$ cat src/rtl/cam_pkg.sv
// -----------------------------------------------------------------------------
// cam_pkg
// Shared definitions for the associative processor CAM read-out path.
//   - cam_rd_state_t : state encoding of the cam_match_reader scan FSM
//   - CAM_DATA_WIDTH / CAM_DATA_DEPTH / CAM_ADDR_WIDTH : default geometry
//   - CAM_MODE_* : array operating-mode codes, shared with the CAM array
// No ports (package).
// -----------------------------------------------------------------------------
package cam_pkg;

  // Default array geometry
  localparam int CAM_DATA_WIDTH = 8;   // bits per row word
  localparam int CAM_DATA_DEPTH = 16;  // number of rows / tag vector width
  localparam int CAM_ADDR_WIDTH = 8;   // row address width

  // Array mode codes; the integrator selects ROWXROW while the reader is busy
  localparam logic [2:0] CAM_MODE_ROWXROW = 3'd1;
  localparam logic [2:0] CAM_MODE_COLXCOL = 3'd2;
  localparam logic [2:0] CAM_MODE_COPY_B  = 3'd3;
  localparam logic [2:0] CAM_MODE_COPY_R  = 3'd4;
  localparam logic [2:0] CAM_MODE_COPY_A  = 3'd5;

  // Scan FSM states
  typedef enum logic [2:0] {
    CAM_RD_IDLE    = 3'd0,
    CAM_RD_ISSUE   = 3'd1,
    CAM_RD_CAPTURE = 3'd2,
    CAM_RD_OUT     = 3'd3,
    CAM_RD_DONE    = 3'd4
  } cam_rd_state_t;

endpackage : cam_pkg

$ cat src/rtl/cam_prio_enc.sv
// -----------------------------------------------------------------------------
// cam_prio_enc
// Combinational lowest-set-bit priority encoder.
// Ports:
//   i_vec   in  DEPTH  input vector
//   o_idx   out IDX_W  index of the lowest set bit (0 when none set)
//   o_found out 1      at least one bit of i_vec is set
// -----------------------------------------------------------------------------
module cam_prio_enc
  import cam_pkg::*;
#(
  parameter int DEPTH = CAM_DATA_DEPTH,
  parameter int IDX_W = CAM_ADDR_WIDTH
) (
  input  logic [DEPTH-1:0] i_vec,
  output logic [IDX_W-1:0] o_idx,
  output logic             o_found
);

  // Scan from the top down so the lowest set bit is the last one written.
  always_comb begin
    o_idx   = '0;
    o_found = 1'b0;
    for (int i = DEPTH - 1; i >= 0; i--) begin
      if (i_vec[i]) begin
        o_idx   = IDX_W'(i);
        o_found = 1'b1;
      end
    end
  end

endmodule : cam_prio_enc

$ cat src/rtl/cam_match_reader.sv
// -----------------------------------------------------------------------------
// cam_match_reader
// Read-out engine for the CAM array. Snapshots the per-row match vector on
// start, then walks the set bits lowest index first: drives the row read
// address, captures the returned row word and presents it as one beat on a
// valid/ready stream tagged with its row index.
//
// Build option:
//   CAM_RD_FIRST_MATCH_EN - when defined, the scan stops after the lowest-index
//   match (single beat with m_last=1); the pending vector shrinks to a found
//   flag plus index.
//
// Ports:
//   clk             in  1               clock, rising edge
//   rstIn           in  1               asynchronous active-high reset
//   start           in  1               snapshot tag_row and scan; ignored while busy
//   tag_row         in  DATA_DEPTH      match vector, bit i = row i matched
//   addr_output_Row out ADDR_WIDTH_CAM  row read address to the array
//   Q_out_row       in  DATA_WIDTH      row word returned by the array
//   m_valid         out 1               output beat valid
//   m_ready         in  1               downstream accepts beat
//   m_data          out DATA_WIDTH      captured row word
//   m_addr          out ADDR_WIDTH_CAM  row index of the beat
//   m_last          out 1               final match of this scan
//   busy            out 1               scan in progress (state != IDLE)
//   done            out 1               one-cycle pulse at end of scan
//   no_match        out 1               last scan found zero matches
//   match_count     out ADDR_WIDTH_CAM+1 matches delivered in current/last scan
//
// Output stream handshake: a beat transfers on a rising edge where
// m_valid & m_ready are both high; once m_valid rises it stays high, and
// m_data / m_addr / m_last stay stable, until that transfer happens.
// -----------------------------------------------------------------------------
module cam_match_reader
  import cam_pkg::*;
#(
  parameter int DATA_WIDTH     = CAM_DATA_WIDTH,
  parameter int DATA_DEPTH     = CAM_DATA_DEPTH,
  parameter int ADDR_WIDTH_CAM = CAM_ADDR_WIDTH
) (
  input  logic                      clk,
  input  logic                      rstIn,
  input  logic                      start,
  input  logic [DATA_DEPTH-1:0]     tag_row,
  output logic [ADDR_WIDTH_CAM-1:0] addr_output_Row,
  input  logic [DATA_WIDTH-1:0]     Q_out_row,
  output logic                      m_valid,
  input  logic                      m_ready,
  output logic [DATA_WIDTH-1:0]     m_data,
  output logic [ADDR_WIDTH_CAM-1:0] m_addr,
  output logic                      m_last,
  output logic                      busy,
  output logic                      done,
  output logic                      no_match,
  output logic [ADDR_WIDTH_CAM:0]   match_count
);

  localparam logic [ADDR_WIDTH_CAM:0] MAX_COUNT = (ADDR_WIDTH_CAM + 1)'(DATA_DEPTH);

  // ---------------------------------------------------------------------------
  // Registers and wires
  // ---------------------------------------------------------------------------
  cam_rd_state_t               r_state;
  cam_rd_state_t               w_state_next;

  logic [ADDR_WIDTH_CAM-1:0]   r_addr;
  logic                        r_m_valid;
  logic [DATA_WIDTH-1:0]       r_m_data;
  logic [ADDR_WIDTH_CAM-1:0]   r_m_addr;
  logic                        r_m_last;
  logic                        r_no_match;
  logic [ADDR_WIDTH_CAM:0]     r_match_count;

  logic [DATA_DEPTH-1:0]       w_enc_in;
  logic [ADDR_WIDTH_CAM-1:0]   w_enc_idx;
  logic                        w_enc_found;

  logic                        w_busy;
  logic                        w_done;
  logic                        w_start_hit;   // accepted start, snapshot nonzero
  logic                        w_start_empty; // accepted start, snapshot zero
  logic                        w_capture;
  logic                        w_handshake;
  logic                        w_capture_last;
  logic [ADDR_WIDTH_CAM-1:0]   w_capture_addr;

  // ---------------------------------------------------------------------------
  // Pending-match storage
  // ---------------------------------------------------------------------------
`ifdef CAM_RD_FIRST_MATCH_EN
  // Only the lowest match is ever delivered, so a flag and index are enough.
  logic                        r_pend_found;
  logic [ADDR_WIDTH_CAM-1:0]   r_pend_idx;

  // The encoder is only consulted in IDLE, directly on the live tag vector.
  assign w_enc_in       = tag_row;
  assign w_capture_last = r_pend_found;
  assign w_capture_addr = r_pend_idx;

  always_ff @(posedge clk or posedge rstIn) begin
    if (rstIn) begin
      r_pend_found <= 1'b0;
      r_pend_idx   <= '0;
    end else if (w_start_hit) begin
      r_pend_found <= 1'b1;
      r_pend_idx   <= w_enc_idx;
    end else if (w_capture) begin
      r_pend_found <= 1'b0;
    end
  end
`else
  logic [DATA_DEPTH-1:0]       r_pend;
  logic [DATA_DEPTH-1:0]       w_pend_cleared;

  // In IDLE the encoder looks at the live tag vector so the first row address
  // can be registered on the same edge that takes the snapshot; afterwards it
  // follows the snapshot.
  assign w_enc_in       = (r_state == CAM_RD_IDLE) ? tag_row : r_pend;
  // x & (x-1) drops the lowest set bit, i.e. the row being captured now.
  assign w_pend_cleared = r_pend & (r_pend - DATA_DEPTH'(1));
  assign w_capture_last = (w_pend_cleared == '0);
  assign w_capture_addr = r_addr;

  always_ff @(posedge clk or posedge rstIn) begin
    if (rstIn) begin
      r_pend <= '0;
    end else if (w_start_hit) begin
      r_pend <= tag_row;
    end else if (w_capture) begin
      r_pend <= w_pend_cleared;
    end
  end
`endif

  cam_prio_enc #(
    .DEPTH (DATA_DEPTH),
    .IDX_W (ADDR_WIDTH_CAM)
  ) u_prio_enc (
    .i_vec   (w_enc_in),
    .o_idx   (w_enc_idx),
    .o_found (w_enc_found)
  );

  // ---------------------------------------------------------------------------
  // FSM: state register
  // ---------------------------------------------------------------------------
  always_ff @(posedge clk or posedge rstIn) begin
    if (rstIn) begin
      r_state <= CAM_RD_IDLE;
    end else begin
      r_state <= w_state_next;
    end
  end

  // ---------------------------------------------------------------------------
  // FSM: next-state logic
  // ---------------------------------------------------------------------------
  always_comb begin
    w_state_next = r_state;
    case (r_state)
      CAM_RD_IDLE: begin
        if (start) begin
          w_state_next = w_enc_found ? CAM_RD_ISSUE : CAM_RD_DONE;
        end
      end
      CAM_RD_ISSUE:   w_state_next = CAM_RD_CAPTURE;
      CAM_RD_CAPTURE: w_state_next = CAM_RD_OUT;
      CAM_RD_OUT: begin
        if (r_m_valid && m_ready) begin
          w_state_next = r_m_last ? CAM_RD_DONE : CAM_RD_ISSUE;
        end
      end
      CAM_RD_DONE:    w_state_next = CAM_RD_IDLE;
      default:        w_state_next = CAM_RD_IDLE;
    endcase
  end

  // ---------------------------------------------------------------------------
  // FSM: output / control decode
  // ---------------------------------------------------------------------------
  always_comb begin
    w_busy        = (r_state != CAM_RD_IDLE);
    w_done        = (r_state == CAM_RD_DONE);
    // In IDLE the encoder found flag is the OR of the live tag vector.
    w_start_hit   = (r_state == CAM_RD_IDLE) && start && w_enc_found;
    w_start_empty = (r_state == CAM_RD_IDLE) && start && !w_enc_found;
    w_capture     = (r_state == CAM_RD_CAPTURE);
    w_handshake   = (r_state == CAM_RD_OUT) && r_m_valid && m_ready;
  end

  // ---------------------------------------------------------------------------
  // Row read address: valid throughout ISSUE and CAPTURE
  // ---------------------------------------------------------------------------
  always_ff @(posedge clk or posedge rstIn) begin
    if (rstIn) begin
      r_addr <= '0;
    end else if (w_start_hit || (w_handshake && !r_m_last)) begin
      r_addr <= w_enc_idx;
    end
  end

  // ---------------------------------------------------------------------------
  // Output beat register
  // ---------------------------------------------------------------------------
  always_ff @(posedge clk or posedge rstIn) begin
    if (rstIn) begin
      r_m_valid <= 1'b0;
      r_m_data  <= '0;
      r_m_addr  <= '0;
      r_m_last  <= 1'b0;
    end else if (w_capture) begin
      r_m_valid <= 1'b1;
      r_m_data  <= Q_out_row;
      r_m_addr  <= w_capture_addr;
      r_m_last  <= w_capture_last;
    end else if (w_handshake) begin
      r_m_valid <= 1'b0;
    end
  end

  // ---------------------------------------------------------------------------
  // Scan status
  // ---------------------------------------------------------------------------
  always_ff @(posedge clk or posedge rstIn) begin
    if (rstIn) begin
      r_no_match    <= 1'b0;
      r_match_count <= '0;
    end else if (w_start_hit || w_start_empty) begin
      r_no_match    <= w_start_empty;
      r_match_count <= '0;
    end else if (w_handshake && (r_match_count < MAX_COUNT)) begin
      r_match_count <= r_match_count + 1'b1;
    end
  end

  assign addr_output_Row = r_addr;
  assign m_valid         = r_m_valid;
  assign m_data          = r_m_data;
  assign m_addr          = r_m_addr;
  assign m_last          = r_m_last;
  assign busy            = w_busy;
  assign done            = w_done;
  assign no_match        = r_no_match;
  assign match_count     = r_match_count;

endmodule : cam_match_reader

$ cat config.mk
export PLATFORM = sky130hd
export DESIGN_NAME = cam_match_reader
export DESIGN_NICKNAME = d
export VERILOG_FILES = /design/src/rtl/cam_pkg.sv /design/src/rtl/cam_prio_enc.sv /design/src/rtl/cam_match_reader.sv
export SDC_FILE = /design/constraint.sdc
export NUM_CORES = 1
export LEC_CHECK = 0
export ABC_AREA = 1
export CORE_MARGIN = 10
export CORE_UTILIZATION = 37
export DETAILED_ROUTE_END_ITERATION = 8
export GPL_ROUTABILITY_DRIVEN = 0
export PLACE_DENSITY_LB_ADDON = 0.25
export SLEW_MARGIN = 20
export SYNTH_ARGS = -nofsm -noshare
export SYNTH_HDL_FRONTEND = slang
export SYNTH_HIERARCHICAL = 1
export SYNTH_SLANG_ARGS = --single-unit
$ cat constraint.sdc
create_clock -name clk -period 2.55 [get_ports clk]
set_input_delay 0.6375 -clock clk [delete_from_list [all_inputs] [get_ports clk]]
set_output_delay 0.6375 -clock clk [all_outputs]
set_load 0.05 [all_outputs]
==> flow_summary.ini <==
[run_status]
status = complete, no violations

[hold_path]
holdPathStages = 2
min_path_type = reg2reg
min_from = m_data[1]$_DFFE_PP0P_
whs_endpoint = m_data[1]$_DFFE_PP0P_

[sta]
tightest_slew_ns = 0.536
finalClockSkew_ns = 0.00563
setup_viol = 0
period_share = 0.923
fmax_ghz = 0.425
finalWorstSetupSlack_ns = 0.197
slew_viol_final = 0
relSlewSlack = 0.642
finalCriticalPeriod_ns = 2.35
hold_viol = 0

[final_layout]
antenna_cells = 0
final_area_um2 = 4020
area_growth_pct = 32.2
fin_nets = 528
drive_above_1_share = 0.116

[power]
powerDensity_nw_per_um2 = 1360
leakage_nw = 2.00
ir_drop_mv = 0.792

[synthesis]
yosys-top-cells-count = nand2_1 (139), inv_1 (60), dfrtp_1 (55)
synth_mux_area_frac = 0
synth_area_leaders = dfrtp_1 (45%), nand2_1 (17%), inv_1 (7.4%)
synth-seq-cells = 55
synth_compound_area_frac = 0.140
synth_area_leader_cell = dfrtp_1
synth_top_family_by_area = simple AND/OR/NAND/NOR gates
synthFlopType = dfrtp_1
synthSimpleGateAreaFrac = 0.283
synth_warnings = 6
synth_fa_ha_area_frac = 0.00411
synth_area_um2 = 3040
synth_top_cell_area_share = 0.452
avgSynthCellArea_um2 = 7.26
synth_edf_count = 0
ys_types = 32
synthXorXnorAreaFrac = 0
syn_inst = 419
async_flop_share = 1.00
synth_most_common_cell = nand2_1
ys_seq_area_frac = 0.452

[floorplan]
num_io_pins = 66
fp.dieH_um = 111
core.rowCount = 33
floorplan.initialDensity = 0.376
die-width_um = 111
core_um2 = 8090
dieArea_um2 = 12200

[placement]
portBuffers = 65
hpwl_um = 5860
dp_slack_ns = -0.181
placed_cell_area_um2 = 3880

[cts]
cts_max_path_buffers = 2
root_buffer = clkbuf_8
clock_sinks = 55
clk_latency_ns = 0.30
cts_tree = done
hold_buffers = 0
cts_made_buffers = 5
clkTransAtPathRegs_ns = 0.10
h-tree-depth = 2

[worst_setup_path]
cp-start-kind = flip-flop
slowest_stage = dfrtp_1
worst_r2r_endpoint = r_pend[5]$_DFFE_PP0P_
worstPathArrival_ns = 2.58
path_cells = inv_2 -> nand3_4 -> buf_4 -> nand2_1 -> o21ai_0 -> inv_1 -> nand4_1 -> nor4_4 -> nand2_2 -> nand2_4 -> nand2_1 -> buf_4 -> o221ai_1
path_max_fanout = 12
reg2reg_from = r_state[2]$_DFFE_PP0P_
rrSetupSlack_ns = 0.20
max_stage_delay_ns = 0.44
reg2reg_depth = 13
endpoint_kind = flip-flop
timing_worst_setup_path_type = reg2reg
required_ns = 2.77

[global_route]
grt_max_degree = 56
grt_pass1_wl_um = 13200
grt_util_all_layers = 0.125
gr-total-overflow = 0
grt_pass1_vias = 2748
grt_antenna_before_repair = 0

[routing]
wl_um = 7700
vias = 2834
remaining_drc_errors = 0
ant_nets = 0
drtIter0Drc = 110
firstDrtPassIters = 4
via_per_inst = 4.68
wire_per_inst_um = 12.7

[run]
maxCapViolCount = 0
[how the worst max path moves through the flow]
stage | startpoint | endpoint | slack (ns) | depth (start not counted)
final | r_state[2]$_DFFE_PP0P_ | r_pend[5]$_DFFE_PP0P_ | 0.20 | 13
after global routing | tag_row[12] | addr_output_Row[0]$_DFFE_PP0P_ | -0.01 | 19
after CTS | r_state[1]$_DFFE_PP0P_ | r_pend[13]$_DFFE_PP0P_ | 0.07 | 13
after detailed placement | tag_row[15] | r_pend[13]$_DFFE_PP0P_ | -0.18 | 10
after global placement | tag_row[15] | r_pend[13]$_DFFE_PP0P_ | -0.10 | 10
after floorplan | r_state[2]$_DFFE_PP0P_ | r_pend[7]$_DFFE_PP0P_ | 0.10 | 11
[repair_timing]
| action | 4_1_cts | 5_1_grt |
|---|---|---|
| endpoints found under the setup margin | 0 | 26 |
| gates resized for setup | 0 | 12 |
| buffers inserted | 0 | 2 |
[per-stage QoR]
stage,util,instances,total power [mW],hold slack [ns],TNS [ns]
5_1_grt,0.497,605,5.98,0.512,-0.0142
6_report,0.497,605,5.46,0.482,0
3_3_place_gp,0.480,595,4.87,0.453,-1.30
2_1_floorplan,-,422,3.84,0.484,0
3_5_place_dp,0.480,595,4.90,0.462,-3.07
4_1_cts,0.491,603,5.41,0.489,0
[routing by layer]
layer / track usage / part of all wire / routed length, µm
met1: 0.155 / 0.46 / 3550
met5: 0 / 0 / 0
met4: 0.0269 / 0.0075 / 58
met3: 0.0433 / 0.073 / 560
met2: 0.203 / 0.46 / 3530
[cells in the final DEF (no fill, tap or decap), drive strengths merged, types with 5 or more instances in the layout]
cell type	n
buf	22
inv	72
o211ai	5
clkdlybuf4s50	63
o21ai	44
nor2	38
clkbuf	6
nand2	140
nor3	6
nand3	20
a21oi	7
dfrtp	55
o221ai	8
[final cells by class]
type	count	area, µm²
multi-input cells	281	1340
fillers	830	4070
clock inverters	2	16.3
repair buffers	85	812
inverters	71	269
well taps	105	131
flip-flops and latches	55	1380
clock buffers	6	72.6
[critical path, delay by kind of cell (launching register included)]
family | cells | cell delay (ns)
and+or+nand+nor | 7 | 0.98
AOI/OAI and AO/OA | 2 | 0.26
buffers and inverters | 4 | 0.58
DFF | 1 | 0.44
[cell families after synthesis]
| logic type | Yosys count |
|---|---|
| other | 1 |
| buffers and inverters | 86 |
| AO/OA/AOI/OAI | 67 |
| AND/OR/NAND/NOR | 209 |
| flip-flops | 55 |
| adder cells (fa/ha/maj) | 1 |
[sequential cells by signal, summed over array words and instances, names as in the netlist]
register,count
addr_output_Row,8
no_match,1
m_last,1
r_state,3
m_addr,8
r_pend,16
m_data,8
m_valid,1
match_count,9
[power breakdown]
group	leakage (nW)	total [mW]	internal (mW)	switching, mW
registers	0.704	1.49	1.21	0.274
clock network	0.0418	0.494	0.198	0.295
logic	1.25	3.48	1.21	2.27
(Power assumes the default switching activity.)
